<file path="config.mk">
export PLATFORM = sky130hd
export DESIGN_NAME = regwb_arbiter
export DESIGN_NICKNAME = d
export VERILOG_FILES = /design/src/rtl/cpu_pkg.sv /design/src/rtl/regwb_scoreboard.sv /design/src/rtl/regwb_arbiter.sv
export SDC_FILE = /design/constraint.sdc
export NUM_CORES = 1
export LEC_CHECK = 0
export ABC_AREA = 1
export BUFFER_PORTS_ARGS = -buffer_cell sky130_fd_sc_hd__buf_2
export CAP_MARGIN = 25
export CORE_ASPECT_RATIO = 0.9
export CORE_MARGIN = 10
export CORE_UTILIZATION = 40
export DETAILED_ROUTE_END_ITERATION = 10
export PLACE_DENSITY = 0.69
export SLEW_MARGIN = 20
export SYNTH_ARGS = -nofsm -noshare
export SYNTH_HDL_FRONTEND = slang
export SYNTH_SLANG_ARGS = --single-unit
</file>
<file path="constraint.sdc">
create_clock -name clk -period 1.6 [get_ports clk]
set_input_delay 0.24 -clock clk [delete_from_list [all_inputs] [get_ports clk]]
set_output_delay 0.24 -clock clk [all_outputs]
set_load 0.02 [all_outputs]
</file>
<file path="src/rtl/cpu_pkg.sv">
// Shared definitions for the register-bank write path: widths and the
// starvation state encoding used by regwb_arbiter.
package cpu_pkg;

   localparam int REG_ADDR_W = 4;
   localparam int DATA_W     = 32;
   localparam int NUM_REGS   = 16;
   localparam int CNT_W      = 4;

   typedef enum logic [1:0] {
      IDLE  = 2'd0,
      WAIT  = 2'd1,
      FORCE = 2'd2
   } regwb_state_t;

endpackage

</file>
<file path="src/rtl/regwb_scoreboard.sv">
// Busy-register scoreboard: one busy bit per register (r0 never busy),
// set by reservations, cleared by multi-cycle results, set wins on a tie.
// Optional hazard checker enabled by REGWB_SB_CHECK_EN; without it sb_err is 0.
module regwb_scoreboard
   import cpu_pkg::*;
(
   input  logic                  clk,
   input  logic                  reset,
   input  logic                  set_en,
   input  logic [REG_ADDR_W-1:0] set_addr,
   input  logic                  clr_en,
   input  logic [REG_ADDR_W-1:0] clr_addr,
   input  logic                  wb_we,
   input  logic [REG_ADDR_W-1:0] wb_addr,
   input  logic [REG_ADDR_W-1:0] q_addr_a,
   input  logic [REG_ADDR_W-1:0] q_addr_b,
   output logic                  q_busy_a,
   output logic                  q_busy_b,
   output logic                  sb_err
);

   logic [NUM_REGS-1:0] busy_q;
   logic [NUM_REGS-1:0] busy_d;

   // Next busy vector: clear first so a same-register reservation overrides it.
   always_comb begin
      busy_d = busy_q;
      if (clr_en) busy_d[clr_addr] = 1'b0;
      if (set_en) busy_d[set_addr] = 1'b1;
      busy_d[0] = 1'b0;
   end

   // Busy bit storage.
   always_ff @(posedge clk) begin
      if (reset) busy_q <= '0;
      else       busy_q <= busy_d;
   end

   assign q_busy_a = busy_q[q_addr_a];
   assign q_busy_b = busy_q[q_addr_b];

`ifdef REGWB_SB_CHECK_EN
   logic err_q;
   logic err_d;

   // Sticky error on double reservation, clear of an idle register, or WAW from writeback.
   always_comb begin
      err_d = err_q;
      if (set_en && busy_q[set_addr] && !(clr_en && (clr_addr == set_addr))) err_d = 1'b1;
      if (clr_en && (clr_addr != '0) && !busy_q[clr_addr])                    err_d = 1'b1;
      if (wb_we && busy_q[wb_addr])                                            err_d = 1'b1;
   end

   // Error flag register.
   always_ff @(posedge clk) begin
      if (reset) err_q <= 1'b0;
      else       err_q <= err_d;
   end

   assign sb_err = err_q;
`else
   logic unused_chk;
   assign unused_chk = ^{wb_we, wb_addr};
   assign sb_err     = 1'b0;
`endif

endmodule

</file>
<file path="src/rtl/regwb_arbiter.sv">
// Write-port arbiter for the register bank: pipeline writeback has absolute
// priority, the multi-cycle unit fills idle slots and forces a stall when
// starved for STARVE_LIMIT consecutive cycles.
// Optional scoreboard checking: define REGWB_SB_CHECK_EN.
module regwb_arbiter
   import cpu_pkg::*;
#(
   parameter int STARVE_LIMIT = 4
) (
   input  logic                  clk,
   input  logic                  reset,
   input  logic                  wb_we,
   input  logic [REG_ADDR_W-1:0] wb_addr,
   input  logic [DATA_W-1:0]     wb_data,
   input  logic                  mu_valid,
   output logic                  mu_ready,
   input  logic [REG_ADDR_W-1:0] mu_addr,
   input  logic [DATA_W-1:0]     mu_data,
   input  logic                  rsv_valid,
   input  logic [REG_ADDR_W-1:0] rsv_addr,
   input  logic [REG_ADDR_W-1:0] q_addr_a,
   input  logic [REG_ADDR_W-1:0] q_addr_b,
   output logic                  q_busy_a,
   output logic                  q_busy_b,
   output logic                  stall_req,
   output logic                  rf_we,
   output logic [REG_ADDR_W-1:0] rf_addr,
   output logic [DATA_W-1:0]     rf_data,
   output logic                  sb_err
);

   localparam logic [CNT_W-1:0] LIMIT_C = CNT_W'(STARVE_LIMIT);

   logic                  mu_xfer;
   logic                  rf_we_q,   rf_we_d;
   logic [REG_ADDR_W-1:0] rf_addr_q, rf_addr_d;
   logic [DATA_W-1:0]     rf_data_q, rf_data_d;
   regwb_state_t          state_q;
   logic [CNT_W-1:0]      cnt_q;
   logic [CNT_W-1:0]      cnt_inc;
   logic                  stall_q;

   assign mu_ready = !wb_we;
   assign mu_xfer  = mu_valid && mu_ready;
   assign cnt_inc  = cnt_q + 1'b1;

   // Grant mux: writeback first, then the multi-cycle result; address/data hold when idle.
   always_comb begin
      rf_we_d   = 1'b0;
      rf_addr_d = rf_addr_q;
      rf_data_d = rf_data_q;
      if (wb_we) begin
         rf_we_d   = 1'b1;
         rf_addr_d = wb_addr;
         rf_data_d = wb_data;
      end else if (mu_xfer) begin
         rf_we_d   = 1'b1;
         rf_addr_d = mu_addr;
         rf_data_d = mu_data;
      end
   end

   // Registered write port toward the bank.
   always_ff @(posedge clk) begin
      if (reset) begin
         rf_we_q   <= 1'b0;
         rf_addr_q <= '0;
         rf_data_q <= '0;
      end else begin
         rf_we_q   <= rf_we_d;
         rf_addr_q <= rf_addr_d;
         rf_data_q <= rf_data_d;
      end
   end

   // Starvation tracker: counts consecutive refused cycles and holds the stall until mu drains.
   always_ff @(posedge clk) begin
      if (reset) begin
         state_q <= IDLE;
         cnt_q   <= '0;
         stall_q <= 1'b0;
      end else begin
         case (state_q)
            IDLE: begin
               if (mu_valid && !mu_ready) begin
                  cnt_q <= 4'd1;
                  if (LIMIT_C == 4'd1) begin
                     state_q <= FORCE;
                     stall_q <= 1'b1;
                  end else begin
                     state_q <= WAIT;
                  end
               end
            end
            WAIT: begin
               if (mu_xfer || !mu_valid) begin
                  state_q <= IDLE;
                  cnt_q   <= '0;
               end else begin
                  cnt_q <= cnt_inc;
                  if (cnt_inc == LIMIT_C) begin
                     state_q <= FORCE;
                     stall_q <= 1'b1;
                  end
               end
            end
            FORCE: begin
               // A withdrawn mu request also releases the stall so the pipeline cannot deadlock.
               if (mu_xfer || !mu_valid) begin
                  state_q <= IDLE;
                  cnt_q   <= '0;
                  stall_q <= 1'b0;
               end
            end
            default: begin
               state_q <= IDLE;
               cnt_q   <= '0;
               stall_q <= 1'b0;
            end
         endcase
      end
   end

   assign rf_we     = rf_we_q;
   assign rf_addr   = rf_addr_q;
   assign rf_data   = rf_data_q;
   assign stall_req = stall_q;

   regwb_scoreboard u_sb (
      .clk      (clk),
      .reset    (reset),
      .set_en   (rsv_valid),
      .set_addr (rsv_addr),
      .clr_en   (mu_xfer),
      .clr_addr (mu_addr),
      .wb_we    (wb_we),
      .wb_addr  (wb_addr),
      .q_addr_a (q_addr_a),
      .q_addr_b (q_addr_b),
      .q_busy_a (q_busy_a),
      .q_busy_b (q_busy_b),
      .sb_err   (sb_err)
   );

endmodule

</file>
==> results.yml, run 1 <==
setup_path:
  startpoint_type: "flop"
  reg2reg_to: "stall_req$_SDFFE_PP0P_"
  crit_fanout: 2
  end_kind: "primary output"
  crit_start: "u_sb.busy_q[4]$_SDFF_PP0_"
  critPathArrivalTime_ps: 1280
  slowest_delay_ps: 360
  crit_chain: "inv_2 -> o21ai_1 -> nand2_1 -> a21oi_1 -> nand2_1 -> nand2_1 -> buf_6"
  crit_end: "q_busy_a"
  r2r_setup_slack_ps: 310
  critPathRequiredTime_ps: 1360
  rr_startpoint: "cnt_q[0]$_SDFFE_PP0P_"
  r2r_cells: 7
  crit_type: "reg -> out"
  cp_common_cell: "nand2_1"
  crit_slowest_cell: "dfxtp_2"
synth:
  synth_fa_ha_area_frac: 0.00828
  yosys.cell_types.count: 29
  synth_warnings: 0
  synth_edf_count: 0
  synth-compound-area-share: 0.169
  yosys-top-cells-count: "175 x nand2_1, 61 x inv_1, 59 x dfxtp_1"
  synthCells: 464
  ys_top_cells_by_area: "dfxtp_1 39%, nand2_1 22%, inv_1 7.6%"
  avgSynthCellArea_sq_um: 6.51
  synth.area.mux_share: 0
  synth_flop_cell: "dfxtp_1"
  synth_top_area_frac: 0.391
  synth_nets: 555
  ys_seq_elements: 59
  ys_seq_area_frac: 0.391
  synth_top_family_by_area: "simple AND/OR/NAND/NOR gates"
  synthArstFlopShare: 0
  syn-cell-area_sq_mm: 0.00302
  yosys.area_share.simple: 0.311
  post-synth-top-count-cell: "nand2_1"
  synth_xor_area_frac: 0
  yosysTopAreaCell: "dfxtp_1"
cells_and_area:
  fillerInstances: 735
  final_layout_size_suffix_gt1_frac: 0.299
  nNetsFinal: 682
  syn_to_final_growth_pct: 33.1
  layoutNonFillerInstCount: 690
  fin_area_sq_mm: 0.00402
  utilization: 0.560
clock_tree:
  cts_tree: "yes"
  htreeDepth: 3
  clkLatencyLatePin_ps: 330
  cts_buffer_depth: 2
  cts_root_buf: "clkbuf_8"
  path_clk_slew_ps: 70
  post-cts-setup-buffers: 0
  cts.sinks: 59
  cts_hold_buf: 0
  numCtsBuffers: 9
die:
  dieWidth_microns: 112
  die-area_sq_mm: 0.0114
  core-area_sq_mm: 0.00718
  die_h_microns: 102
  ios: 131
  rows: 29
  initial_core_util: 0.421
timing:
  rsz0062_at_grt: "yes"
  period_share: 0.949
  setup_tns_ps: 0
  post-route-min-period_ps: 1520
  fmax_ghz: 0.659
  skew_ps: 0.824
  setup_ws_ps: 82.3
  setup_violations: 0
  final-hold-violation-count: 0
  holdWs_ps: 171
  slew_violations: 0
global_route:
  grt-ovfl-total: 0
  grt_pass1_wl_microns: 15600
  grt_pass1_vias: 3258
  antenna_found_initial: 2
  grt_max_degree: 33
  grt_usage: 0.164
detailed_routing:
  drt_iter0_markers: 140
  routed.top_layer: "met5"
  met3_length_microns: 869
  ant_nets: 0
  drt-vias-per-instance: 4.83
  wl_microns: 9690
  wire_per_inst_microns: 14.0
  drt-met1-wl_microns: 4020
  vias: 3335
  dr.pass1.iters: 5
  drc: 0
  wl_met2_microns: 4640
place:
  portBuffers: 129
  dp_slack_ps: 237
  postPlaceCellArea_sq_mm: 0.00374
  gp_congestion: 0.895
  dpl.cell_count: 673
  hpwl_microns: 7680
pwr:
  total_power_mw: 3.86
  powerDensity_mw_per_mm2: 961
  irDropWorstVdd_mv: 0.661
  total_leakage_power_nw: 2.19
worst_hold_path:
  min_from: "mu_data[22]"
  min_path_type: "in -> reg"
job:
  maxCapViolCount: 0
run_status:
  status: "complete, no violations"
kinds of logic (layout without fill, tap and decap cells):
family                   Yosys count  after routing
buffers and inverters             86            218
other                              1              2
AO/OA/AOI/OAI                     88             88
AND/OR/NAND/NOR                  228            228
flip-flops                        59             59
adder cells (fa/ha/maj)            2              2
sequential cells by signal, indices dropped and copies added, names as in the netlist:
register and count:
rf_data 32, state_q 2, u_sb.busy_q 15, cnt_q 4, stall_req 1, rf_addr 4
rf_we 1
metal layers:
metal / GRT usage / up-vias
met5: 0 / -
met4: 0.0523 / 2
met3: 0.0867 / 17
met2: 0.261 / 106
met1: 0.187 / 1484
li1: - / 1726
placed cells by master, fill, tap and decap left out, drive strengths merged:
cell    instances
ha              2
buf           135
nand2         177
nand3          31
nand4           1
or2             1
nor2           15
a21oi          24
clkinv          2
nor3            3
o21ai          36
dfxtp          59
a22oi          25
conb            1
a31oi           2
diode           1
bufinv          3
clkbuf         11
inv            67
a21boi          1
worst max-delay path, delay by kind of cell (launching register included):
| family | cells | cell delay (ps) |
|---|---|---|
| DFF | 1 | 360 |
| AOI/OAI and AO/OA | 2 | 240 |
| and+or+nand+nor | 3 | 190 |
| buffers and inverters | 2 | 160 |
how the worst min path moves through the flow:
stage	endpoint	cells after the start
final	rf_data[22]$_SDFFE_PP0P_	5
after CTS	rf_data[18]$_SDFFE_PP0P_	5
after global routing	rf_data[14]$_SDFFE_PP0P_	5
after detailed placement	u_sb.busy_q[14]$_SDFF_PP0_	2
after floorplan	cnt_q[2]$_SDFFE_PP0P_	1
after global placement	cnt_q[3]$_SDFFE_PP0P_	2
power breakdown:
group	switching, mW	internal, mW	total (mW)
combinational	0.379	0.238	0.617
sequential	0.0413	1.54	1.58
clock	0.591	1.07	1.66
total	1.01	2.85	3.86
final cells by class:
| cell class | instances | area, sq um | area share |
|---|---|---|---|
| multi-input cells | 319 | 1510 | 0.374 |
| inverters | 67 | 254 | 0.0631 |
| flip-flops and latches | 59 | 1190 | 0.295 |
| diodes | 1 | 2.50 | 0.000622 |
| well taps | 93 | 116 | 0.0289 |
| repair buffers | 135 | 716 | 0.178 |
| clock inverters | 5 | 100 | 0.0249 |
| clock buffers | 11 | 141 | 0.0351 |
what timing repair did:
item,CTS,global route
gates resized for setup,4,18
pin swaps,0,7
endpoints found under the setup margin,2,2
Note: power is estimated with default switching activity, not from simulation.
==> run 2, diff against run 1 <==
--- a/config.mk
+++ b/config.mk
@@ -16,4 +16,5 @@
 export SLEW_MARGIN = 20
 export SYNTH_ARGS = -nofsm -noshare
 export SYNTH_HDL_FRONTEND = slang
+export SYNTH_HIERARCHICAL = 1
 export SYNTH_SLANG_ARGS = --single-unit
==> run 2 against run 1 <==
Area after synthesis up 1.9%. Global-route usage down 0.20 points. Final cell count up 2.6%. Count of clock-buffer cells in the layout up 4. Non-clock buffer count up 2. First-iteration DRC count down 21%. Combinational power up 4.9%. Flip-flop and latch count unchanged. Synthesized cell count up 3.0%. Die area up 1.6%. Largest cell class unchanged.
==> results.yml, run 2 <==
detailed_routing:
  wl_microns: 9530
  ant_nets: 0
  vias: 3409
  drc: 0
  drt-vias-per-instance: 4.81
  wire_per_inst_microns: 13.5
  dr.pass1.iters: 4
  drt_iter0_markers: 110
setup_path:
  timing.critical_path.buf_inv: 2
  end_kind: "primary output"
  crit_fanout: 2
  path_delay_family: "simple AND/OR/NAND/NOR gates"
  crit_chain: "inv_1 -> nand2_1 -> nand3_1 -> nand3_1 -> nand3_1 -> nand2_1 -> buf_6"
  crit_type: "reg -> out"
  critPathRequiredTime_ps: 1360
  startpoint_type: "flop"
  crit_slowest_cell: "dfxtp_1"
  slowest_delay_ps: 350
  critPathArrivalTime_ps: 1230
  cp_common_cell: "nand3_1"
global_route:
  grt_pass1_wl_microns: 15500
  grt_usage: 0.162
  antenna_found_initial: 0
  grt_max_degree: 33
  grt_pass1_vias: 3386
  grt-ovfl-total: 0
timing:
  period_share: 0.921
  skew_ps: 1.11
  setup_tns_ps: 0
  rsz0062_at_grt: "no"
  final-hold-violation-count: 0
  fmax_ghz: 0.679
  holdWs_ps: 187
  setup_violations: 0
  post-route-min-period_ps: 1470
  slew_violations: 0
  setup_ws_ps: 126
synth:
  synth_flop_cell: "dfxtp_1"
  synthArstFlopShare: 0
  synth_edf_count: 0
  ys_top_cells_by_area: "dfxtp_1 38%, nand2_1 22%, nand3_1 9.9%"
  synthCells: 478
  post-synth-top-count-cell: "nand2_1"
  syn-cell-area_sq_mm: 0.00308
  synth_nets: 569
  ys_seq_elements: 59
  synth_warnings: 6
  yosys.cell_types.count: 25
  yosys-top-cells-count: "184 x nand2_1, 68 x inv_1, 61 x nand3_1"
  avgSynthCellArea_sq_um: 6.44
  yosysTopAreaCell: "dfxtp_1"
  ys_seq_area_frac: 0.383
  synth_top_area_frac: 0.383
cells_and_area:
  syn_to_final_growth_pct: 30.3
  insertedDiodeCount: 0
  nNetsFinal: 698
  final_layout_size_suffix_gt1_frac: 0.284
  largest_register_ffs: 32
  final_cell_mix: "184 x nand2_1, 127 x buf_2, 67 x inv_1"
  mostFrequentLayoutCell: "nand2_1"
clock_tree:
  htreeDepth: 3
  cts_root_buf: "clkbuf_8"
  clkLatencyLatePin_ps: 320
  numCtsBuffers: 9
  post-cts-setup-buffers: 0
  cts_buffer_depth: 2
  path_clk_slew_ps: 70
  cts.sinks: 59
  cts_tree: "yes"
pwr:
  p_switching_uw: 986
  pwr-share-seq: 0.451
  irDropWorstVdd_mv: 0.455
  p_clk_frac: 0.364
  total_leakage_power_nw: 2.28
  power_frac_comb: 0.184
  powerDensity_mw_per_mm2: 875
  p_sw_frac: 0.281
  internal_power_mw: 2.53
place:
  dp_slack_ps: 293
  gp_congestion: 0.859
  portBuffers: 129
  hpwl_microns: 7540
die:
  die_h_microns: 103
  initial_core_util: 0.410
  die-area_sq_mm: 0.0116
  ios: 131
  dieWidth_microns: 113
  rows: 30
  core-area_sq_mm: 0.00751
run_status:
  status: "complete, no violations"
worst_hold_path:
  min_path_type: "in -> reg"
job:
  maxCapViolCount: 0
## run 2: cell count changes after synthesis, moves of 5 or more
cell | previous run | this run
nor2_1 | 12 | 4
nand2_1 | 175 | 184
o21ai_1 | 29 | 12
nand3_1 | 30 | 61
buf_1 | 5 | 0
inv_1 | 61 | 68
a22oi_1 | 25 | 19
## run 2: final cells by class
| type | count | area [sq um] |
|---|---|---|
| Clock buffer | 15 | 186 |
| Clock inverter | 1 | 5.00 |
| Fill cell | 790 | 3490 |
| Inverter | 77 | 292 |
| Multi-Input combinational cell | 323 | 1500 |
| Sequential cell | 59 | 1180 |
| Tap cell | 96 | 120 |
| Timing Repair Buffer | 137 | 727 |
## run 2: cells by family after synthesis
| group | after synthesis | share of synthesized area |
|---|---|---|
| other | 1 | 0.00122 |
| DFF | 59 | 0.383 |
| and+or+nand+nor | 260 | 0.360 |
| AOI/OAI and AO/OA | 60 | 0.116 |
| buffers and inverters | 96 | 0.131 |
| adders and majority gates | 2 | 0.00812 |
## run 2: power groups by stage
stage | combinational [mW] | clock (mW) | sequential (mW)
CTS | 0.646 | 1.33 | 1.58
finish | 0.647 | 1.28 | 1.59
detailed placement | 0.645 | 0 | 1.61
global route | 0.727 | 1.39 | 1.59
floorplan | 0.308 | 0 | 1.68
global placement | 0.634 | 0 | 1.61
## run 2: repair_timing
item                       CTS  global route
hold buffers                 0             0
setup endpoints to repair    0             2
gates resized for setup      0            10
## run 2: path summary, 6_finish.rpt
path / start / end / slack [ps] / cells after the start
setup / recovery: u_sb/busy_q[8]$_SDFF_PP0_ / q_busy_a / 130 / 7
hold / removal: mu_data[14] / rf_data[14]$_SDFFE_PP0P_ / 190 / 5
hold reg to reg: state_q[0]$_SDFFE_PP0P_ / cnt_q[0]$_SDFFE_PP0P_ / 470 / 1
setup reg to reg: cnt_q[0]$_SDFFE_PP0P_ / stall_req$_SDFFE_PP0P_ / 260 / 7
## run 2: worst register-to-register path: stages (launching register included)
cell     delay (ps)
dfxtp_1         440
ha_1            210
inv_1            40
nand2_1          70
nand2_1          50
nor2_1          170
nand3_1         140
a21oi_1         150
## run 2: per-stage QoR
stage / instance area [sq um] / util / power (mW) / cells
2_1_floorplan: 3080 / - / 1.99 / 478
3_3_place_gp: 3810 / 0.507 / 2.25 / 692
3_5_place_dp: 3810 / 0.507 / 2.26 / 692
4_1_cts: 4000 / 0.533 / 3.56 / 708
5_1_grt: 4020 / 0.535 / 3.71 / 708
6_report: 4020 / 0.535 / 3.51 / 708
## run 2: routing by layer
metal / GRT usage / routed length, microns / vias up
li1: - / - / 1756
met1: 0.177 / 4090 / 1530
met2: 0.265 / 4310 / 117
met3: 0.0894 / 1040 / 6
met4: 0.0536 / 86 / 0
met5: 0 / 0 / -
==> run 3, diff against run 2 <==
--- a/config.mk
+++ b/config.mk
@@ -13,6 +13,7 @@
 export CORE_UTILIZATION = 40
 export DETAILED_ROUTE_END_ITERATION = 10
 export PLACE_DENSITY = 0.69
+export REMOVE_ABC_BUFFERS = 1
 export SLEW_MARGIN = 20
 export SYNTH_ARGS = -nofsm -noshare
 export SYNTH_HDL_FRONTEND = slang
==> run 3 against run 2 <==
Combinational power hardly changed. Via count up 0.56%. Clock power shrank 13%. Non-clock buffer count up 1. Critical endpoint is now q_busy_b. Register-to-register slack better by 30 ps.
==> results.yml, run 3 (same netlist as run 2, synthesis figures left out) <==
run_status:
  status: "complete, no violations"
timing:
  post-route-min-period_ps: 1470
  skew_ps: 2.01
  rsz0062_at_grt: "yes"
  setup_violations: 0
  period_share: 0.916
  final-hold-violation-count: 0
  fmax_ghz: 0.682
  holdWs_ps: 177
  slew_violations: 0
clock_tree:
  clkLatencyLatePin_ps: 330
  htreeDepth: 3
  post-cts-setup-buffers: 0
  cts_tree: "yes"
  numCtsBuffers: 9
  path_clk_slew_ps: 60
  cts_root_buf: "clkbuf_8"
  cts.sinks: 59
  cts_buffer_depth: 2
setup_path:
  crit_slowest_cell: "dfxtp_1"
  crit_type: "reg -> out"
  path_delay_family: "simple AND/OR/NAND/NOR gates"
  rr_startpoint: "cnt_q[0]$_SDFFE_PP0P_"
  end_kind: "primary output"
  cp_common_cell: "nand3_1"
  crit_chain: "inv_1 -> nand2_1 -> nand3_1 -> nand3_1 -> nand3_1 -> nand2_1 -> buf_6"
  critPathArrivalTime_ps: 1230
  slowest_delay_ps: 310
  crit_fanout: 2
  critPathRequiredTime_ps: 1360
  startpoint_type: "flop"
  crit_start: "u_sb/busy_q[11]$_SDFF_PP0_"
  timing.critical_path.buf_inv: 2
global_route:
  grt-ovfl-total: 0
  grt_max_degree: 30
  grt_usage: 0.167
  grt_pass1_wl_microns: 15800
  antenna_found_initial: 1
  grt_pass1_vias: 3356
cells_and_area:
  multi_input_area_sq_mm: 0.00150
  nNetsFinal: 699
  mostFrequentLayoutCell: "nand2_1"
  final_layout_size_suffix_gt1_frac: 0.274
  utilization: 0.528
  final_cell_mix: "184 x nand2_1, 127 x buf_2, 68 x inv_1"
  syn_to_final_growth_pct: 28.6
  insertedDiodeCount: 0
  seq_area_sq_mm: 0.00118
  largest_register_ffs: 32
  layoutNonFillerInstCount: 706
  fillerInstances: 758
detailed_routing:
  vias: 3428
  ant_nets: 0
  drt_iter0_markers: 159
  drc: 0
  drt-vias-per-instance: 4.86
  wl_microns: 9580
  dr.pass1.iters: 4
  wire_per_inst_microns: 13.6
die:
  initial_core_util: 0.410
  die_h_microns: 103
  die-area_sq_mm: 0.0116
  core-area_sq_mm: 0.00751
  ios: 131
  dieWidth_microns: 113
  rows: 30
worst_hold_path:
  min_from: "mu_data[15]"
  min_path_type: "in -> reg"
place:
  hpwl_microns: 7600
  gp_congestion: 0.866
  portBuffers: 129
  dpl.cell_count: 693
job:
  maxCapViolCount: 0
pwr:
  powerDensity_mw_per_mm2: 843
  total_leakage_power_nw: 2.25
  irDropWorstVdd_mv: 0.464
run 3: cell types whose count changed in the layout (fill, tap and decap cells not counted), moves of 2 or more:
| cell | previous run | this run |
|---|---|---|
| buf_4 | 8 | 10 |
| dfxtp_1 | 56 | 58 |
| dfxtp_2 | 3 | 1 |
| clkbuf_8 | 13 | 10 |
run 3: final cells by class:
cell class,instances,area share
flip-flops and latches,59,0.298
clock buffers,13,0.0376
inverters,77,0.0736
repair buffers,138,0.182
well taps,96,0.0303
multi-input cells,323,0.378
run 3: path summary, 6_finish.rpt:
check                           depth (start not counted)  slack [ps]                        to
worst min-delay path                                    5         180  rf_data[15]$_SDFFE_PP0P_
worst max register to register                          7         290    stall_req$_SDFFE_PP0P_
worst max-delay path                                    7         130                  q_busy_b
worst min register to register                          1         470     cnt_q[0]$_SDFFE_PP0P_
run 3: power by group:
group          switching [mW]  total [mW]  internal (mW)
Sequential             0.0402        1.58           1.54
Combinational           0.397       0.647          0.250
Clock                   0.531        1.11          0.580
Total                   0.968        3.34           2.37
run 3: metrics by stage:
stage	power [mW]	area (sq um)	setup TNS, ps	worst slack (ps)
2_1_floorplan	1.95	2970	0	238
3_3_place_gp	2.24	3800	0	316
3_5_place_dp	2.26	3800	0	271
4_1_cts	3.39	3950	0	54.6
5_1_grt	3.55	3960	-0.542	-0.542
6_report	3.34	3960	0	134
run 3: tightest hold or removal path: cells and delay by family:
family / cells / cell delay (ps)
AND/OR/NAND/NOR: 3 / 130
buffers and inverters: 2 / 110
run 3: repair_timing:
action | 4_1_cts | 5_1_grt
resized for setup | 0 | 6
endpoints found under the setup margin | 0 | 2
hold buffers | 0 | 0
run 3: per-layer routing:
layer | global-route usage | part of all wire
met1 | 0.190 | 0.44
met2 | 0.268 | 0.45
met5 | 0 | 0.0014
met3 | 0.0911 | 0.10
met4 | 0.0429 | 0.0093
